## config.mk

```make
export PLATFORM = sky130hd
export DESIGN_NAME = tdm_slot_capture
export DESIGN_NICKNAME = d
export VERILOG_FILES = /design/src/rtl/tdm_slot_capture.sv
export SDC_FILE = /design/constraint.sdc
export NUM_CORES = 1
export LEC_CHECK = 0
export BUFFER_PORTS_ARGS = -buffer_cell sky130_fd_sc_hd__buf_2
export CAP_MARGIN = 30
export CORE_ASPECT_RATIO = 0.8
export CORE_MARGIN = 2
export CORE_UTILIZATION = 30
export CTS_CLUSTER_DIAMETER = 30
export DETAILED_ROUTE_END_ITERATION = 10
export GPL_TIMING_DRIVEN = 0
export PLACE_DENSITY = 0.52
export SYNTH_ARGS = -nofsm -noshare
export SYNTH_HDL_FRONTEND = slang
export SYNTH_SLANG_ARGS = --single-unit
export TNS_END_PERCENT = 10
```

## constraint.sdc

```tcl
create_clock -name clk -period 4.4 [get_ports clk]
set_input_delay 0 -clock clk [delete_from_list [all_inputs] [get_ports clk]]
set_output_delay 0 -clock clk [all_outputs]
set_load 0.03 [all_outputs]
```

## src/rtl/tdm_slot_capture.sv

```systemverilog
// Receive side of a time-multiplexed status line: follows the transmitter's slot
// rotation, lets the line settle, majority-votes a few samples and holds one level per channel.
module tdm_slot_capture #(
    parameter int NUM_CH  = 5,
    parameter int SETTLE  = 4,
    parameter int SAMPLES = 3
) (
    input  logic              clk,
    input  logic              rst_n,
    input  logic              change_flag,
    input  logic              frame_sync,
    input  logic              data_in,
    output logic [NUM_CH-1:0] data_out,
    output logic              ch_valid,
    output logic [2:0]        ch_idx,
    output logic              frame_done,
    output logic              slot_abort,
    output logic [15:0]       abort_cnt
);

    localparam int CNT_MAX = (SETTLE > SAMPLES) ? SETTLE : SAMPLES;
    localparam int CW      = $clog2(CNT_MAX + 1);
    localparam int OW      = $clog2(SAMPLES + 1);

    typedef enum logic [1:0] {
        ST_SETTLE,
        ST_SAMPLE,
        ST_HOLD
    } state_t;

    state_t        state;
    logic [2:0]    slot;
    logic [2:0]    slot_next;
    logic          sync1;
    logic          d_s;
    logic [CW-1:0] cnt;
    logic [OW-1:0] ones;
    logic          slot_event;
    logic          vote;

    assign slot_event = frame_sync | change_flag;
    assign ch_idx     = slot;

    // Majority: twice the count of ones exceeds the sample count.
    assign vote = ({1'b0, ones} << 1) > (OW + 1)'(SAMPLES);

    always_comb begin
        slot_next = slot;
        if (frame_sync) begin
            slot_next = 3'd0;
        end else if (change_flag) begin
            slot_next = (slot == 3'(NUM_CH - 1)) ? 3'd0 : slot + 3'd1;
        end
    end

    always_ff @(posedge clk or negedge rst_n) begin
        if (!rst_n) begin
            state      <= ST_SETTLE;
            slot       <= 3'd0;
            sync1      <= 1'b0;
            d_s        <= 1'b0;
            cnt        <= '0;
            ones       <= '0;
            data_out   <= '0;
            ch_valid   <= 1'b0;
            frame_done <= 1'b0;
            slot_abort <= 1'b0;
            abort_cnt  <= 16'd0;
        end else begin
            sync1      <= data_in;
            d_s        <= sync1;
            ch_valid   <= 1'b0;
            frame_done <= 1'b0;
            slot_abort <= 1'b0;
            if (slot_event) begin
                slot  <= slot_next;
                state <= ST_SETTLE;
                cnt   <= '0;
                ones  <= '0;
                // A slot that never reached its decision is discarded and counted.
                if (state != ST_HOLD) begin
                    slot_abort <= 1'b1;
                    if (abort_cnt != 16'hFFFF) begin
                        abort_cnt <= abort_cnt + 16'd1;
                    end
                end
            end else begin
                case (state)
                    ST_SETTLE: begin
                        if (cnt == CW'(SETTLE - 1)) begin
                            state <= ST_SAMPLE;
                            cnt   <= '0;
                        end else begin
                            cnt <= cnt + 1'b1;
                        end
                    end
                    ST_SAMPLE: begin
                        if (cnt == CW'(SAMPLES)) begin
                            for (int i = 0; i < NUM_CH; i++) begin
                                if (slot == 3'(i)) begin
                                    data_out[i] <= vote;
                                end
                            end
                            ch_valid   <= 1'b1;
                            frame_done <= (slot == 3'(NUM_CH - 1));
                            state      <= ST_HOLD;
                        end else begin
                            ones <= ones + OW'(d_s);
                            cnt  <= cnt + 1'b1;
                        end
                    end
                    default: ;
                endcase
            end
        end
    end

endmodule

```

==> results of run 1 <==
[worst register-to-register path: stages, from the launching register on]
cell and delay (ps):
dfrtp_1 410, ha_1 230, nand4_1 180, nor4_4 650, nor2_1 160, mux2_1 340
[flip-flops by register name, summed over array words and instances (netlist names)]
| signal | count |
|---|---|
| abort_cnt | 16 |
| data_out | 5 |
| ch_idx | 3 |
| cnt | 3 |
| ones | 2 |
| state | 2 |
| ch_valid | 1 |
| d_s | 1 |
| frame_done | 1 |
| slot_abort | 1 |
| sync1 | 1 |
[layout make-up]
type | instances | share of cell area
Buffer | 4 | 0.008250
Clock buffer | 7 | 0.04537
Clock inverter | 1 | 0.01414
Inverter | 5 | 0.008839
Multi-Input combinational cell | 106 | 0.3659
Sequential cell | 36 | 0.4243
Tap cell | 78 | 0.04596
Timing Repair Buffer | 34 | 0.08721
[worst max-delay path by stage]
stage / start / endpoint / slack [ps]
floorplan: abort_cnt[0]$_DFFE_PN0P_ / abort_cnt[1]$_DFFE_PN0P_ / 2340
global placement: abort_cnt[0]$_DFFE_PN0P_ / abort_cnt[1]$_DFFE_PN0P_ / 2320
detailed placement: abort_cnt[0]$_DFFE_PN0P_ / abort_cnt[1]$_DFFE_PN0P_ / 2290
CTS: abort_cnt[0]$_DFFE_PN0P_ / abort_cnt[1]$_DFFE_PN0P_ / 2280
global route: abort_cnt[0]$_DFFE_PN0P_ / abort_cnt[1]$_DFFE_PN0P_ / 2110
finish: abort_cnt[0]$_DFFE_PN0P_ / abort_cnt[1]$_DFFE_PN0P_ / 2310
[synthesized netlist by cell type, types with 2 or more instances]
cell      count
a21oi_1       4
nor2b_1       3
inv_1         5
mux2_2        5
and4_1        2
xor2_1       12
nand3_1       4
o21ai_0       3
mux2i_1       2
nand4_1       5
nor4_1        2
dfrtp_1      36
xnor2_1       3
ha_1          8
a21o_1        2
nand2_1      11
nor3b_1       2
nor2_1       12
and3_1        3
clkbuf_1      2
nor3_1        6
[placed cells by master, fill, tap and decap left out, types with 2 or more instances in the layout]
| cell | n |
|---|---|
| nor4_1 | 2 |
| and3_1 | 3 |
| nand3_1 | 4 |
| and4_1 | 2 |
| xnor2_1 | 3 |
| dfrtp_1 | 36 |
| o21ai_0 | 3 |
| nor3b_1 | 2 |
| ha_1 | 8 |
| xor2_1 | 12 |
| mux2i_1 | 2 |
| nand4_1 | 5 |
| nor3_1 | 6 |
| buf_2 | 32 |
| inv_1 | 5 |
| clkbuf_8 | 7 |
| nand2_1 | 11 |
| mux2_2 | 5 |
| a21o_1 | 2 |
| a21oi_1 | 4 |
| dlygate4sd3_1 | 3 |
| nor2b_1 | 3 |
| clkbuf_1 | 2 |
| nor2_1 | 12 |
[per-layer routing]
metal | share of wire | up-vias | track usage
met3 | 0.038 | 6 | 0.03226
met1 | 0.55 | 543 | 0.1835
met4 | 0.014 | 0 | 0.04545
met5 | 0 | - | 0
li1 | - | 607 | -
met2 | 0.40 | 20 | 0.1387
[per-stage QoR]
step	util	power, mW	cells
final	0.3864	1.186	271
after global routing	0.3864	1.263	271
after CTS	0.3864	1.205	271
after detailed placement	0.3579	0.8812	260
after global placement	0.3579	0.8758	260
after floorplan	-	0.7585	151
[cells by family (layout without fill, tap and decap cells)]
logic type,after synthesis,after routing,share of synthesized area
fa+ha+maj,8,8,0.05840
buf+inv,9,51,0.02117
mux,8,8,0.05109
simple gates,62,62,0.2183
xor+xnor,15,15,0.07664
flops,36,36,0.5255
compound gates,13,13,0.04890
[power breakdown]
part	internal (mW)	switching [mW]
Clock	0.200	0.116
Combinational	0.123	0.249
Sequential	0.401	0.0969
[repair_timing]
action / in CTS / in global routing
setup endpoints to repair: 0 / 0
endpoints found under the hold margin: 40 / 0
hold buffers: 3 / 0
==> metrics, run 1 <==
Final Cycle Share 0.4742; Yosys top cell area share 0.5255; R2R Setup Slk 2310 ps; Fmax achieved 0.4793 GHz; CTS Buf Count 5; routed vias/inst 4.339; core box area 5495 µm²; RSZ-0062 raised after global routing false; antenna violations before repair 0; crit-path cells ha_1 > nand4_1 > nor4_4 > nor2_1 > mux2_1; CP required 4570 ps; Tmin final 2086 ps; Final TNS setup 0 ps; synthesized area per cell 11.35 µm²; synth unique cells 40; maximum clock path buffer count 2; Multi-input gate area 777.0 µm²; CP endpoint kind flip-flop; H-tree depth 2; Die Width 88.51 µm; max-cap viol count 0; R2R depth 5; routed via count 1176; Detailed Route WL 3.176 mm; TritonCTS clock tree yes; Synth Instances 151; first-pass GRT wire length 5.589 mm; cell depth of the worst setup path 5; drt initial violations 64; Worst Path Buf+Inv 0; routed length per instance 11.72 µm; Area Growth Syn to Fin 23.87%; most frequently used flop master after synthesis dfrtp_1; total track usage 0.1138; dpl ws 2292 ps; Top delay family on crit path simple AND/OR/NAND/NOR gates; Reg clk slew, reported paths 70 ps; setup bufs post-CTS 0; worst-margin pin slew 797.6 ps; Final setup viols 0; CTS root buffer clkbuf_8; drt pass-1 iters 4; crit path DAT 2250 ps; Initial Util 0.3119; P_leak 1.010 nW; grt total ovfl 0; die area 6338 µm²; Crit Reg-Reg Startpoint abort_cnt[0]$_DFFE_PN0P_; Design Area, Final 2123 µm²; Slowest-stage cell, CP nor4_4; #FFs+latches synth 36; Storage cell area 900.9 µm²; DIE HEIGHT 71.61 µm; Max FO, Critical Path 9; Hold Path Stages 3; hold_ws 44.33 ps; Mapped Area 1714 µm²; FP Rows 24; vias in the first global route 1152; Yosys warnings 0; Worst Hold Launch change_flag; FFs w/ async S/R, synth 1.000; DRC 0; post-synthesis sequential area ratio 0.5255; worst min-delay path endpoint ch_idx[0]$_DFFE_PN0P_; final hold viol count 0; DRT antenna net count 0; reg-to-reg endpoint abort_cnt[1]$_DFFE_PN0P_; Sink Count 36; IO Count 32; # nets final 205; n_diodes 0; Post-synth EDFFs 0; Rel. slew slack 0.4683; largest area contributor in the netlist dfrtp_1; Max VDD drop 0.0002529 V; fill count 568; Worst Skew 11.27 ps; slowest stage delay, CP 650 ps; Placement Cell Area 1967 µm²; WS Path Type reg -> reg; post-DP HPWL 2.334 mm; gpl congestion 0.7354; synth top area cells dfrtp_1, xor2_1, ha_1; syn_nets 164; Setup WS post-layout 2314 ps; largest net degree at the start of global routing 37; Max Slew Vio Count 0; outcome complete, no violations; port bufs 31; clk_lat worst skew 290 ps; PwrDens 558.7 nW/µm²; fraction of layout cells with a size suffix above 1 0.2694; crit path launch type flip-flop; post-CTS resize count 0; Hold Path Class in -> reg
Power figures use the tool's default switching activity.
==> inputs of run 2 (changes only) <==
Settings changed: PLACE_DENSITY 0.52 to 0.54.
Clock period 4.4 ns to 1.9 ns, I/O delays scaled along.
==> run 2 against run 1 <==
Against the previous run: global-route usage is 0.097 points higher; critical path depth unchanged; sequential power up 130%; register-to-register slack got worse by 2200 ps; sequential share of layout area fell by 0.38 points; clock skew fell by 2.0 ps; cell count is 0.74% higher; die area unchanged; non-clock buffer count increased by 2; clock-buffer cell count unchanged; first-iteration DRC count down 13%; largest cell class unchanged; largest power group unchanged.
==> metrics, run 2 (synthesized netlist as in run 1, its figures left out) <==
outcome complete, no violations; Setup WS post-layout 100.1 ps; Design Area, Final 2155 µm²; CP required 2070 ps; Max VDD drop 0.0006784 V; Tmin final 1800 ps; Initial Util 0.3119; FP Rows 24; Worst Skew 9.304 ps; max-cap viol count 0; Sink Count 36; dpl ws -49.42 ps; R2R Setup Slk 100 ps; maximum clock path buffer count 2; R2R depth 5; Hold Path Class in -> reg; WS Path Type reg -> reg; Detailed Route WL 3.262 mm; CTS Buf Count 5; routed via count 1187; drt initial violations 56; worst setup path end data_out[4]$_DFFE_PN0P_; clk_lat worst skew 290 ps; Critical Path Start cnt[0]$_DFFE_PN0P_; Max FO, Critical Path 4; routed length per instance 11.95 µm; IO Count 32; DRC 0; Crit Reg-Reg Startpoint cnt[0]$_DFFE_PN0P_; n_diodes 0; P_leak 1.025 nW; first-pass GRT wire length 5.520 mm; Largest regs abort_cnt: 16 flops, data_out: 5 flops; PwrDens 1286 nW/µm²; DRT antenna net count 0; port bufs 31; RSZ-0062 raised after global routing false; Placement Cell Area 1969 µm²; H-tree depth 2; most frequent cells in the layout buf_2, dfrtp_1, nor2_1, xor2_1, nand2_1; Area Growth Syn to Fin 25.69%; vias in the first global route 1135; Biggest register abort_cnt; Hold Path Stages 3; die area 6338 µm²; Reg clk slew, reported paths 80 ps; fraction of layout cells with a size suffix above 1 0.3128; crit path DAT 1970 ps; CTS root buffer clkbuf_8; total track usage 0.1148; fill count 553; DIE HEIGHT 71.61 µm; Fmax achieved 0.5556 GHz; Final setup viols 0; Final Cycle Share 0.9473; gpl congestion 0.7459; grt total ovfl 0; post-DP HPWL 2.328 mm; Storage cell area 905.9 µm²; TritonCTS clock tree yes; Max Slew Vio Count 0; reg-to-reg endpoint data_out[4]$_DFFE_PN0P_; crit path launch type flip-flop; Multi-input gate area 787.0 µm²; # nets final 207; worst-margin pin slew 791.5 ps; core box area 5495 µm²; routed vias/inst 4.348; final hold viol count 0; drt pass-1 iters 4; number of flip-flops in the largest register 16; Rel. slew slack 0.4723; largest net degree at the start of global routing 37; Die Width 88.51 µm; antenna violations before repair 0; CP endpoint kind flip-flop
## run 2: cell types whose count changed in the layout (fill, tap and decap cells not counted)
| cell | previous run | this run |
|---|---|---|
| buf_4 | 0 | 2 |
| clkbuf_1 | 2 | 1 |
| clkbuf_2 | 1 | 2 |
| dfrtp_1 | 36 | 32 |
| dfrtp_2 | 0 | 4 |
| nor3_1 | 6 | 5 |
| nor3_2 | 0 | 1 |
| nor3b_1 | 2 | 1 |
| nor3b_2 | 0 | 1 |
## run 2: how the worst min path moves through the flow
stage               slack, ps                  endpoint        start
finish                     50     ch_idx[0]$_DFFE_PN0P_  change_flag
global route               60     ch_idx[0]$_DFFE_PN0P_  change_flag
CTS                        40     ch_idx[0]$_DFFE_PN0P_  change_flag
detailed placement        110           sync1$_DFF_PN0_      data_in
global placement          110           sync1$_DFF_PN0_      data_in
floorplan                -300  abort_cnt[0]$_DFFE_PN0P_        rst_n
## run 2: timing repair
action,4_1_cts,5_1_grt
buffers inserted,2,0
hold endpoints to repair,40,0
resized for setup,0,6
pin swaps,1,0
endpoints found under the setup margin,1,5
hold buffers,3,0
## run 2: report_power, final
| group | switching (mW) | internal, mW |
|---|---|---|
| combinational | 0.587 | 0.286 |
| sequential | 0.225 | 0.935 |
| clock | 0.274 | 0.463 |
| total | 1.09 | 1.68 |
## run 2: final cells by class
class                           instances  share of cell area
Buffer                                  4            0.008711
Clock buffer                            7             0.04472
Clock inverter                          1             0.01394
Inverter                                5            0.008711
Multi-Input combinational cell        106              0.3653
Sequential cell                        36              0.4204
Tap cell                               78             0.04530
Timing Repair Buffer                   36             0.09292
## run 2: routing by layer
layer,share of wire,up-vias,track usage
li1,-,613,-
met5,0,-,0
met2,0.42,16,0.1546
met4,0.017,0,0.05556
met1,0.54,554,0.1663
met3,0.030,4,0.03571
## run 2: worst max-delay path: stages (launching register included)
cell and delay, ps:
dfrtp_1 390, ha_1 200, nor3b_2 250, and3_1 280, and3_1 230, mux2_2 340
## run 2: metrics by stage
stage               TNS [ps]  power [mW]  utilization  hold WS [ps]  instances
CTS                        0       2.805       0.3896         42.34        273
floorplan                  0       1.761            -        -295.6        151
finish                     0       2.770       0.3921         50.00        273
detailed placement    -49.42       2.050       0.3584         109.3        260
global placement      -49.31       2.034       0.3584         111.9        260
global route               0       2.941       0.3921         63.98        273
==> inputs of run 3 (changes only) <==
Settings changed: ABC_AREA set to 1, GPL_TIMING_DRIVEN 0 to not set.
==> run 3 against run 2 <==
Against the previous run: clock skew fell by 1.4 ps; fmax rose by 13%; die area rose by 9.7%; critical path depth rose by 3; sequential share of layout area fell by 2.8 points; cell count rose by 33%; combinational power fell by 49%; register-to-register slack improved by 210 ps; global-route usage rose by 1.6 points; critical endpoint is now abort_cnt[7]$_DFFE_PN0P_; largest power group unchanged; highest routed layer unchanged.
==> metrics, run 3 <==
outcome complete, no violations; P_leak 1.182 nW; Top delay family on crit path simple AND/OR/NAND/NOR gates; #FFs+latches synth 36; Post-synth EDFFs 0; clk_lat worst skew 280 ps; Detailed Route WL 4.017 mm; antenna violations before repair 0; Hold Path Class in -> reg; routed vias/inst 4.365; Rel. slew slack 0.4578; maximum clock path buffer count 2; total power draw 2.115 mW; FP Rows 25; fraction of layout cells with a size suffix above 1 0.1873; H-tree depth 2; Biggest register abort_cnt; Yosys warnings 0; Synth Instances 242; crit path launch type flip-flop; Final Cycle Share 0.8382; die area 6953 µm²; Worst Path Buf+Inv 1; total track usage 0.1307; n_diodes 0; synthesized area per cell 7.807 µm²; commonest cells in the netlist nand2_1, dfrtp_1, inv_1, nor2_1, nand3_1; fin util 0.3819; Max VDD drop 0.0005259 V; synth top area cells dfrtp_1, nand2_1, inv_1; DIE HEIGHT 74.98 µm; Fmax achieved 0.6279 GHz; number of flip-flops in the largest register 16; Final setup viols 0; worst-margin pin slew 813.3 ps; port bufs 31; most used cell, CP nand2_1; DRT antenna net count 0; CTS Buf Count 5; WS Path Type reg -> reg; PwrDens 922.0 nW/µm²; max-cap viol count 0; setup bufs post-CTS 0; most frequently used flop master after synthesis dfrtp_1; most frequent cells in the layout nand2_1, dfrtp_1, buf_2; most common cell after layout, fill and taps aside nand2_1; CP endpoint kind flip-flop; first-pass GRT wire length 6.989 mm; CP required 2090 ps; drt initial violations 73; Area Growth Syn to Fin 21.39%; post-synthesis sequential area ratio 0.4768; Sink Count 36; top-count cell post-synth nand2_1; Final TNS setup 0 ps; largest net degree at the start of global routing 37; synth unique cells 21; DRC 0; Slowest-stage cell, CP dfrtp_1; routed length per instance 11.04 µm; grt total ovfl 0; routed via count 1589; drt pass-1 iters 4; Yosys top cell area share 0.4768; Worst Skew 7.854 ps; Tmin final 1593 ps; RSZ-0062 raised after global routing false; crit path DAT 1790 ps; IO Count 32; slowest stage delay, CP 420 ps; # nets final 295; TritonCTS clock tree yes; Largest regs abort_cnt: 16 flops, data_out: 5 flops; core box area 6006 µm²; FFs w/ async S/R, synth 1.000; CTS root buffer clkbuf_8; Max FO, Critical Path 9; gpl congestion 0.8221; crit-path cells ha_1 > nand3_1 > inv_1 > nand2_1 > nor2_1 > nor2_2 > nand2_1 > o21ai_0; syn_nets 255; largest area contributor in the netlist dfrtp_1; final hold viol count 0; vias in the first global route 1476; Max Slew Vio Count 0; Die Width 92.73 µm; post-DP HPWL 3.059 mm; hold_ws 15.19 ps; Initial Util 0.3146; Reg clk slew, reported paths 80 ps; Mapped Area 1889 µm²
==> run 3: changes by cell type in the layout (fill, tap and decap cells not counted), sizes merged, moves of 4 or more <==
cell   delta
nor2     +13
nand3    +12
nor3      -6
nor4      -4
mux2      -6
xor2     -12
o21ai    +14
inv      +26
nand2    +77
==> run 3: worst min-delay path: stages <==
cell and delay, ps:
buf_2 70, inv_1 50, nand3_1 60, o21ai_0 70
==> run 3: final timing paths <==
check                                             to                     start  slack [ps]  cells after the start
max                         abort_cnt[7]$_DFFE_PN0P_  abort_cnt[0]$_DFFE_PN0P_         310                      8
min                            ch_idx[1]$_DFFE_PN0P_                frame_sync          20                      4
max reg2reg                 abort_cnt[7]$_DFFE_PN0P_  abort_cnt[0]$_DFFE_PN0P_         310                      8
min reg2reg                            d_s$_DFF_PN0_           sync1$_DFF_PN0_         350                      0
max in group asynchronous  abort_cnt[14]$_DFFE_PN0P_                     rst_n        1040                      2
min in group asynchronous         cnt[1]$_DFFE_PN0P_                     rst_n         350                      2
==> run 3: what timing repair did <==
action / in CTS / in global routing
endpoints found under the hold margin: 38 / 0
setup endpoints to repair: 0 / 8
gates resized for setup: 0 / 1
hold buffers: 3 / 0
==> run 3: metal layers <==
metal | up-vias | track usage | wire length (µm) | part of all wire
li1 | 845 | - | - | -
met1 | 715 | 0.1861 | 2205 | 0.55
met2 | 25 | 0.1946 | 1642 | 0.41
met3 | 4 | 0.03303 | 123 | 0.031
met4 | 0 | 0.04739 | 44 | 0.011
met5 | - | 0 | 0 | 0
==> run 3: metrics by stage <==
step	cells	area (µm²)	setup WS (ps)
floorplan	242	1889	266.4
global placement	353	2135	239.7
detailed placement	353	2135	156.6
CTS	364	2291	129.5
global route	364	2293	103.4
finish	364	2293	307.3
==> run 3: power breakdown <==
part	switching, mW	internal, mW
Combinational	0.302	0.140
Clock	0.269	0.463
Sequential	0.101	0.839
==> run 3: cell families after synthesis <==
family / after synthesis / synth area share
and+or+nand+nor: 140 / 0.3225
DFF: 36 / 0.4768
buffers and inverters: 33 / 0.07019
AOI/OAI and AO/OA: 21 / 0.05894
adders and majority gates: 8 / 0.05298
xor gates and xnor gates: 4 / 0.01854
==> run 3: area by class of cell <==
class	instances	area (µm²)
Multi-Input combinational cell	173	858.3
Sequential cell	36	900.9
Clock buffer	7	96.34
Fill cell	679	3712
Tap cell	81	101.3
Clock inverter	1	30.03
Inverter	32	121.4
Timing Repair Buffer	34	185.2
